===== config.mk =====
export PLATFORM = sky130hd
export DESIGN_NAME = spi_regfile_slave
export DESIGN_NICKNAME = d
export VERILOG_FILES = /design/src/rtl/spi_regfile_pkg.sv /design/src/rtl/spi_regfile_slave_sync_edge.sv /design/src/rtl/spi_regfile_slave.sv
export SDC_FILE = /design/constraint.sdc
export NUM_CORES = 1
export LEC_CHECK = 0
export BUFFER_PORTS_ARGS = -buffer_cell sky130_fd_sc_hd__buf_2
export CELL_PAD_IN_SITES_DETAIL_PLACEMENT = 0
export CELL_PAD_IN_SITES_GLOBAL_PLACEMENT = 1
export CORE_AREA = 10 10 123 208
export DETAILED_ROUTE_END_ITERATION = 16
export DIE_AREA = 0 0 133 218
export PLACE_DENSITY_LB_ADDON = 0.1
export SYNTH_ARGS = -nofsm -noshare
export SYNTH_HDL_FRONTEND = slang
export SYNTH_SLANG_ARGS = --single-unit

===== constraint.sdc =====
create_clock -name wb_clk_i -period 3.1 [get_ports wb_clk_i]
set_input_delay 0.93 -clock wb_clk_i [delete_from_list [all_inputs] [get_ports wb_clk_i]]
set_output_delay 0.93 -clock wb_clk_i [all_outputs]
set_load 0.01 [all_outputs]

===== src/rtl/spi_regfile_pkg.sv =====
// spi_regfile_pkg: shared FSM state type and command-format constants for the SPI register-file slave.
package spi_regfile_pkg;
    typedef enum logic [1:0] {ST_IDLE, ST_CMD, ST_DATA} state_e;
    localparam int CMD_W = 8;
    localparam int RW_BIT = 7;
    localparam int CNT_W = 6;
endpackage


===== src/rtl/spi_regfile_slave_sync_edge.sv =====
// sync_edge: 2-flop synchroniser plus a third flop for rise/fall detection on the synchronised level.
module sync_edge #(
    parameter logic RST_VAL = 1'b0
) (
    input  logic clk_i,
    input  logic rst_i,
    input  logic d_i,
    output logic q_o,
    output logic rise_o,
    output logic fall_o
);
    logic [2:0] s_q;
    always_ff @(posedge clk_i) s_q <= rst_i ? {3{RST_VAL}} : {s_q[1:0], d_i};
    assign q_o = s_q[1];
    assign rise_o = s_q[1] & ~s_q[2];
    assign fall_o = ~s_q[1] & s_q[2];
endmodule


===== src/rtl/spi_regfile_slave.sv =====
// spi_regfile_slave: SPI mode-0 slave giving burst read/write access to a flat register file.
module spi_regfile_slave
    import spi_regfile_pkg::*;
#(
    parameter int DATA_W = 8,
    parameter int ADDR_W = 4,
    parameter int NUM_REGS = 16
) (
    input  logic                       wb_clk_i,
    input  logic                       wb_rst_i,
    input  logic                       spi_sck_i,
    input  logic                       spi_cs_i,
    input  logic                       spi_pico_i,
    output logic                       spi_poci_o,
    output logic                       spi_poci_oeb_o,
    output logic [NUM_REGS*DATA_W-1:0] reg_q_o,
    output logic                       wr_strobe_o,
    output logic [ADDR_W-1:0]          wr_addr_o
);
    if (ADDR_W < 1 || ADDR_W > 7 || NUM_REGS < 2 || NUM_REGS > 2**ADDR_W || DATA_W < 8 || DATA_W > 32) begin : g_param_check
        $error("spi_regfile_slave: illegal parameter combination");
    end
    logic sck_rise, sck_fall, sck_q_unused;
    logic cs_s, cs_fall, cs_rise_unused;
    logic pico_s, pico_rise_unused, pico_fall_unused;
    sync_edge #(.RST_VAL(1'b0)) u_sck (
        .clk_i(wb_clk_i), .rst_i(wb_rst_i), .d_i(spi_sck_i),
        .q_o(sck_q_unused), .rise_o(sck_rise), .fall_o(sck_fall)
    );
    sync_edge #(.RST_VAL(1'b1)) u_cs (
        .clk_i(wb_clk_i), .rst_i(wb_rst_i), .d_i(spi_cs_i),
        .q_o(cs_s), .rise_o(cs_rise_unused), .fall_o(cs_fall)
    );
    sync_edge #(.RST_VAL(1'b0)) u_pico (
        .clk_i(wb_clk_i), .rst_i(wb_rst_i), .d_i(spi_pico_i),
        .q_o(pico_s), .rise_o(pico_rise_unused), .fall_o(pico_fall_unused)
    );
    state_e state_q, state_d;
    logic [CNT_W-1:0] cnt_q, cnt_d;
    logic [ADDR_W-1:0] ptr_q, ptr_d, waddr_q, waddr_d, cmd_addr, ptr_nx;
    logic [DATA_W-1:0] sh_q, sh_d, out_q, out_d, word, rd_cmd, rd_nx;
    logic [DATA_W-1:0] regs_q [NUM_REGS];
    logic [DATA_W-1:0] regs_d [NUM_REGS];
    logic rw_q, rw_d, stb_q, stb_d, armed_q, armed_d, ptr_ok;
    logic [1:0] flush_q, flush_d;
    assign word = {sh_q[DATA_W-2:0], pico_s};
    assign cmd_addr = word[ADDR_W-1:0];
    assign ptr_nx = (ptr_q == ADDR_W'(NUM_REGS - 1)) ? '0 : ptr_q + 1'b1;
    assign ptr_ok = int'(ptr_q) < NUM_REGS;
    assign rd_cmd = (int'(cmd_addr) < NUM_REGS) ? regs_q[cmd_addr] : '0;
    assign rd_nx = (int'(ptr_nx) < NUM_REGS) ? regs_q[ptr_nx] : '0;
    // Only arm once cs is seen high after the synchroniser has flushed its reset value.
    assign flush_d = (flush_q == 2'd3) ? flush_q : flush_q + 1'b1;
    assign armed_d = armed_q | (cs_s & (flush_q == 2'd3));
    always_comb begin
        state_d = state_q;
        cnt_d = cnt_q;
        ptr_d = ptr_q;
        rw_d = rw_q;
        sh_d = sh_q;
        out_d = out_q;
        regs_d = regs_q;
        stb_d = 1'b0;
        waddr_d = waddr_q;
        if (cs_s) begin
            state_d = ST_IDLE;
            cnt_d = '0;
        end else begin
            case (state_q)
                ST_IDLE: if (cs_fall && armed_q) begin
                    state_d = ST_CMD;
                    cnt_d = '0;
                end
                ST_CMD: if (sck_rise) begin
                    sh_d = word;
                    cnt_d = cnt_q + 1'b1;
                    if (cnt_q == CNT_W'(CMD_W - 1)) begin
                        state_d = ST_DATA;
                        cnt_d = '0;
                        ptr_d = cmd_addr;
                        rw_d = word[RW_BIT];
                        out_d = rd_cmd;
                    end
                end
                ST_DATA: if (sck_rise) begin
                    sh_d = word;
                    cnt_d = cnt_q + 1'b1;
                    if (cnt_q == CNT_W'(DATA_W - 1)) begin
                        cnt_d = '0;
                        ptr_d = ptr_nx;
                        out_d = rd_nx;
                        if (rw_q && ptr_ok) begin
                            regs_d[ptr_q] = word;
                            stb_d = 1'b1;
                            waddr_d = ptr_q;
                        end
                    end
                end else if (sck_fall && cnt_q != '0) begin
                    // The fall right after a reload keeps the fresh MSB on the line.
                    out_d = {out_q[DATA_W-2:0], 1'b0};
                end
                default: state_d = ST_IDLE;
            endcase
        end
    end
    always_ff @(posedge wb_clk_i) begin
        if (wb_rst_i) begin
            state_q <= ST_IDLE;
            cnt_q <= '0;
            ptr_q <= '0;
            rw_q <= 1'b0;
            sh_q <= '0;
            out_q <= '0;
            regs_q <= '{default: '0};
            stb_q <= 1'b0;
            waddr_q <= '0;
            armed_q <= 1'b0;
            flush_q <= '0;
        end else begin
            state_q <= state_d;
            cnt_q <= cnt_d;
            ptr_q <= ptr_d;
            rw_q <= rw_d;
            sh_q <= sh_d;
            out_q <= out_d;
            regs_q <= regs_d;
            stb_q <= stb_d;
            waddr_q <= waddr_d;
            armed_q <= armed_d;
            flush_q <= flush_d;
        end
    end
    for (genvar g = 0; g < NUM_REGS; g++) begin : g_flat
        assign reg_q_o[g*DATA_W +: DATA_W] = regs_q[g];
    end
    assign spi_poci_oeb_o = !(state_q == ST_DATA && !rw_q && !cs_s);
    assign spi_poci_o = !spi_poci_oeb_o & out_q[DATA_W-1];
    assign wr_strobe_o = stb_q;
    assign wr_addr_o = waddr_q;
endmodule

# Yosys cells after proc, flatten, opt, wreduce, memory -nomap -nowiden
# Cells that the tools add are included.
word_totals:
  latchBits: 0
  mem_bits_rw: 0
  output_inout_bits: 135
  mem_bits_ro: 0
  n_memories: 0
  in_bits: 5
  elab_cells: 116
  regBits: 172
op_classes:
  n_eq_ne: 13
  shifts: 0
  n_mux: 30
  n_reduce_logical: 22
  n_lt_le_gt_ge: 4
  bitwise: 15
  div_mod_pow: 0
  addsub: 3
  mul: 0
op_table:
  columns: ["cell", "count"]
  rows:
  - ["$bwmux 128", 1]
  - ["$mux 8", 10]
  - ["$bmux 8 s4", 2]
  - ["$demux 8 s4", 1]
  - ["$mux 4", 5]
  - ["$mux 6", 3]
  - ["$pmux 8 s2", 1]
  - ["$ge 5x5->1 const B", 3]
  - ["$not 4->5", 3]
  - ["$pmux 6 s2", 1]
  - ["$reduce_and 6->1", 2]
  - ["$ne 2x2->1 const B", 5]
  - ["$pmux 4 s2", 1]
  - ["$reduce_and 4->1", 2]
  - ["$add 6x1->6 const B", 1]
  - ["$eq 6x3->1 const B", 1]
  - ["$mux 2", 3]
  - ["$ne 3x3->1 const B", 2]
  - ["$not 1->1", 6]
  - ["$pmux 2 s3", 1]
  - ["$reduce_and 3->1", 2]
  - ["$reduce_bool 6->1", 1]
  - ["$and 1x1->1", 5]
  - ["$logic_and 1x1->1", 5]
  - ["15 further kinds", 20]

# Logic depth before layout (Yosys ltp)
logic_depth:
  depth_word: 9
  depth_mapped: 10
  ltp_nobuf: 8

# Cells and area by module
# A second synthesis with hierarchy kept.
hier_totals:
  cells_unflattened: 898
  area_unflattened_um2: 9091.2
by_module_without_submodules:
  columns: ["mod", "cells_per_inst", "n_inst", "seq_area_each_um2", "area_each_um2"]
  rows:
  - ["spi_regfile_slave", 874, 1, 3283.1, 8816.0]
  - ["sync_edge (u_pico ...)", 8, 2, 60.1, 91.3]
  - ["sync_edge (u_cs)", 8, 1, 60.1, 92.6]

# Worst setup path before layout
# OpenSTA, ideal clock, no wires.
synth_path:
  path_type: "reg2reg"
  startpoint: "register ptr_q[0]"
  endpoint: "register out_q[2]"
  stages_incl_launch_ff: 10
  setup_ps: 134
  synth_period_minus_slack_ps: 2520
  path_slack_ps: 580
  n_path_buf: 2
  arrival_time_ps: 2387
  required_time_ps: 2966
  cell_sequence: "dfxtp_1 buf_2 inv_1 clkbuf_1 ha_1 mux4_2 o21ai_0 o2111ai_1 a221oi_1 a211oi_1"
synth_via:
  elab_chain_len: 9
  word_cells_on_any_way: 10
  cone_classes: "1 x add/sub; 1 x eq/ne; 7 x mux; 1 x bitwise"
synth_rtl:
  columns: ["element", "line", "rtl"]
  rows:
  - ["start: declaration", "spi_regfile_slave.sv:40", "logic [ADDR_W-1:0] ptr_q, ptr_d, waddr_q, waddr_d, cmd_addr, ptr_nx;"]
  - ["start signal: assignment", "spi_regfile_slave.sv:122", "ptr_q <= ptr_d;"]
  - ["$add 4x1->4 / $eq 4x4->1 (equally long branches)", "spi_regfile_slave.sv:48", "assign ptr_nx = (ptr_q == ADDR_W'(NUM_REGS - 1)) ? '0 : ptr_q + 1'b1;"]
  - ["$mux 4 (*)", "spi_regfile_slave.sv:48", null]
  - ["$not 4->5 (not written as such) (*)", "spi_regfile_slave.sv:51", "assign rd_nx = (int'(ptr_nx) < NUM_REGS) ? regs_q[ptr_nx] : '0;"]
  - ["$bmux 8 s4 (*)", "spi_regfile_slave.sv:51", null]
  - ["$mux 8 (not written as such) (*) (2 in series)", "spi_regfile_slave.sv:51", null]
  - ["$mux 8 (*)", "spi_regfile_slave.sv:88", "if (cnt_q == CNT_W'(DATA_W - 1)) begin"]
  - ["$mux 8 (*)", "spi_regfile_slave.sv:85", "ST_DATA: if (sck_rise) begin"]
  - ["$pmux 8 s2 (*)", "spi_regfile_slave.sv:69", "case (state_q)"]
  - ["end signal: assignment", "spi_regfile_slave.sv:125", "out_q <= out_d;"]
  - ["end: declaration", "spi_regfile_slave.sv:41", "logic [DATA_W-1:0] sh_q, sh_d, out_q, out_d, word, rd_cmd, rd_nx;"]
# Every way passes the cells marked *; elsewhere a longest branch is shown, timed or not. The select of a mux whose other input is x is not followed.
# A chain may end at the register's enable or synchronous reset.

# Worst setup path in the final report
layout_path:
  startpoint: "register state_q[0]"
  endpoint: "output port spi_poci_o"
layout_via:
  elab_chain_len: 4
layout_rtl:
  columns: ["element", "line", "rtl"]
  rows:
  - ["start: declaration", "spi_regfile_slave.sv:38", "state_e state_q, state_d;"]
  - ["start signal: assignment", "spi_regfile_slave.sv:120", "state_q <= state_d;"]
  - ["$eq 2x2->1", "spi_regfile_slave.sv:136", "assign spi_poci_oeb_o = !(state_q == ST_DATA && !rw_q && !cs_s);"]
  - ["$logic_and 1x1->1 (2 in series)", "spi_regfile_slave.sv:136", null]
  - ["$and 1x1->1", "spi_regfile_slave.sv:137", "assign spi_poci_o = !spi_poci_oeb_o & out_q[DATA_W-1];"]
  - ["end: declaration", "spi_regfile_slave.sv:14", "output logic spi_poci_o,"]
# No other way between the ends.

==> metrics.yaml <==
synth_area_per_cell_sq_um: 8.723
fp.coreArea_sq_mm: 0.02207
ys_ff_latch: 172
area_delta_synth_final_pct: 14.72
viasPerCell: 5.823
tns_ns: 0
clock_path_buffers: 2
dr.pass1.iters: 5
irDropWorstVdd_uv: 314.2
postLayoutCellArea_sq_mm: 0.01069
yosysSeqAreaShare_pct: 36.96
leakagePower_nw: 3.956
worstSetupPathType: "flip-flop to primary output"
nNetsFinal: 1181
dpl.hpwl_mm: 26.85
fmax_mhz: 349.9
cap_violations: 0
cts_tree: "built"
cts.sinks: 172
track_usage_pct: 24.03
vias: 8578
grt_pass1_vias: 8427
cts_buffers: 17
worstPathArrival_ns: 1.93
finalHoldViolCount: 0
synth.cell_area_sq_mm: 0.009316
layout_common_cells: "nand2_1 (272), dfxtp_1 (168), buf_2 (138), a21oi_1 (129), nor2_1 (56)"
place_area_sq_mm: 0.01011
required_ns: 2.17
synth_cell_types: 71
synth_edf_count: 0
syn-num-nets: 1085
gr-total-overflow: 0
die_w_um: 133
htreeDepth: 4
slew-limit-headroom_pct: 30.27
period_share_pct: 92.19
netlist_instances: 1068
pwr_density_cell_mw_per_mm2: 417.0
die_area_sq_mm: 0.02899
slew_viol_final: 0
grt_pass1_wl_mm: 53.62
grt_max_degree: 54
hold_class: "flip-flop to flip-flop"
layout_commonest_cell: "nand2_1"
drtIter0Drc: 639
rsz0062_at_grt: "false"
cp_max_fo: 8
ant_nets: 0
wirelength_mm: 35.71
worstMarginPinSlew_ns: 1.045
ctsHoldBuffers: 0
status: "complete, no violations"
ys.flop_type: "dfxtp_1"
crit_path_end_kind: "primary output"
die_y_um: 218
rows: 72
finalClockSkew_ns: 0.007548
yosysWarnings: 0
gp_congestion: 0.9526
route.detailed.drc: 0
initial_core_util_pct: 42.21
critPathLaunchType: "flip-flop"
cts.clk_slew.worst_paths_ns: 0.07
diodes: 0
fin_crit_ns: 2.858
post_drt_wl_per_cell_um: 24.24
setup_viol: 0
power.total_mw: 4.457
async_reset_ff_share_pct: 0
drive_above_1_share_pct: 24.55
insertion_delay_ns: 0.45
io_buffer_count: 139
ioPinCount: 140
root_buffer: "clkbuf_16"
antenna_found_initial: 0
==> report_power, final <==
group | leakage (nW) | internal, mW | total (mW) | switching (mW)
registers | 1.39 | 2.22 | 2.23 | 0.0110
logic | 2.29 | 0.0301 | 0.0896 | 0.0595
clock network | 0.276 | 1.14 | 2.14 | 0.994
total | 3.96 | 3.39 | 4.46 | 1.06
==> what timing repair did <==
action                                  in CTS  in global routing
gates resized for setup                      0                  1
endpoints found under the setup margin       0                  1
setup buffers                                0                  0
==> per-layer routing <==
metal | share of wire [%] | track usage, % | up-vias | wire length, um
met1 | 38 | 26.50 | 4196 | 13590
met5 | 0 | 0 | - | 0
met4 | 3.7 | 10.90 | 0 | 1323
met2 | 53 | 43.54 | 322 | 18990
li1 | - | - | 3993 | -
met3 | 5.1 | 4.405 | 67 | 1809
==> sequential cells by signal, indices dropped and copies added (netlist names), 2 cells and up <==
signal	count
out_q	8
state_q	2
reg_q_o	128
u_sck.s_q	3
sh_q	7
u_cs.s_q	3
u_pico.s_q	2
ptr_q	4
flush_q	2
wr_addr_o	4
cnt_q	6
==> area by class of cell <==
cell class	count	area [sq um]
clock buffers	18	439.2
clock inverters	14	131.4
fillers	2199	11380
inverters	12	45.04
multi-input cells	789	5283
flip-flops and latches	172	3448
well taps	296	370.4
repair buffers	172	970.9
==> cell families (layout without fill, tap and decap cells) <==
family	count (synthesis)	in the layout	share of synthesized area (%)
flip-flops	172	172	36.96
AO/OA/AOI/OAI	243	243	16.71
AND/OR/NAND/NOR	423	423	20.39
multiplexers	105	105	17.12
buffers and inverters	107	216	6.366
XOR/XNOR	6	6	0.8461
adder cells (fa/ha/maj)	12	12	1.612
==> worst max-delay path: stages, from the launching register on <==
cell	delay, ns
dfxtp_1	0.34
inv_1	0.12
ha_2	0.26
inv_1	0.13
or3_1	0.41
nor2_1	0.09
buf_2	0.13
==> metrics by stage <==
stage | setup slack (ns) | hold slack, ns | instances | util, %
floorplan | 0.5796 | 0.3895 | 1068 | -
global placement | 0.3877 | 0.3969 | 1441 | 45.83
CTS | 0.1493 | 0.4244 | 1473 | 48.41
finish | 0.2421 | 0.4186 | 1473 | 48.42
detailed placement | 0.3325 | 0.4014 | 1441 | 45.83
global route | 0.06611 | 0.4292 | 1473 | 48.42
==> worst paths after layout <==
check	start	to	slack, ns	depth (start not counted)
min	u_cs.s_q[0]	u_cs.s_q[1]	0.42	1
min reg2reg	u_cs.s_q[0]	u_cs.s_q[1]	0.42	1
max	state_q[0]	spi_poci_o	0.24	6
max reg2reg	ptr_q[0]	out_q[2]	0.32	8
==> synth_stat cells (6+ instances only) <==
| cell | n | area share [%] |
|---|---|---|
| nor2b_1 | 13 | 0.87 |
| dfxtp_1 | 172 | 37 |
| nor3_1 | 8 | 0.43 |
| o221ai_1 | 14 | 1.3 |
| mux2_2 | 21 | 2.5 |
| mux4_2 | 31 | 7.5 |
| a21oi_1 | 129 | 6.9 |
| buf_2 | 40 | 2.1 |
| ha_1 | 12 | 1.6 |
| clkbuf_1 | 29 | 1.2 |
| o211ai_1 | 11 | 0.89 |
| nand3_1 | 11 | 0.59 |
| nand2b_1 | 7 | 0.47 |
| mux2i_1 | 45 | 4.8 |
| nand3_2 | 15 | 1.6 |
| and3_1 | 17 | 1.1 |
| mux4_1 | 8 | 2.3 |
| buf_6 | 9 | 1.1 |
| nand2_1 | 272 | 11 |
| inv_1 | 12 | 0.48 |
| buf_4 | 8 | 0.64 |
| nor2_1 | 56 | 2.3 |
| o21ai_0 | 20 | 1.1 |
| buf_1 | 6 | 0.24 |
| o2111ai_1 | 6 | 0.56 |
Power figures use the tool's default switching activity.
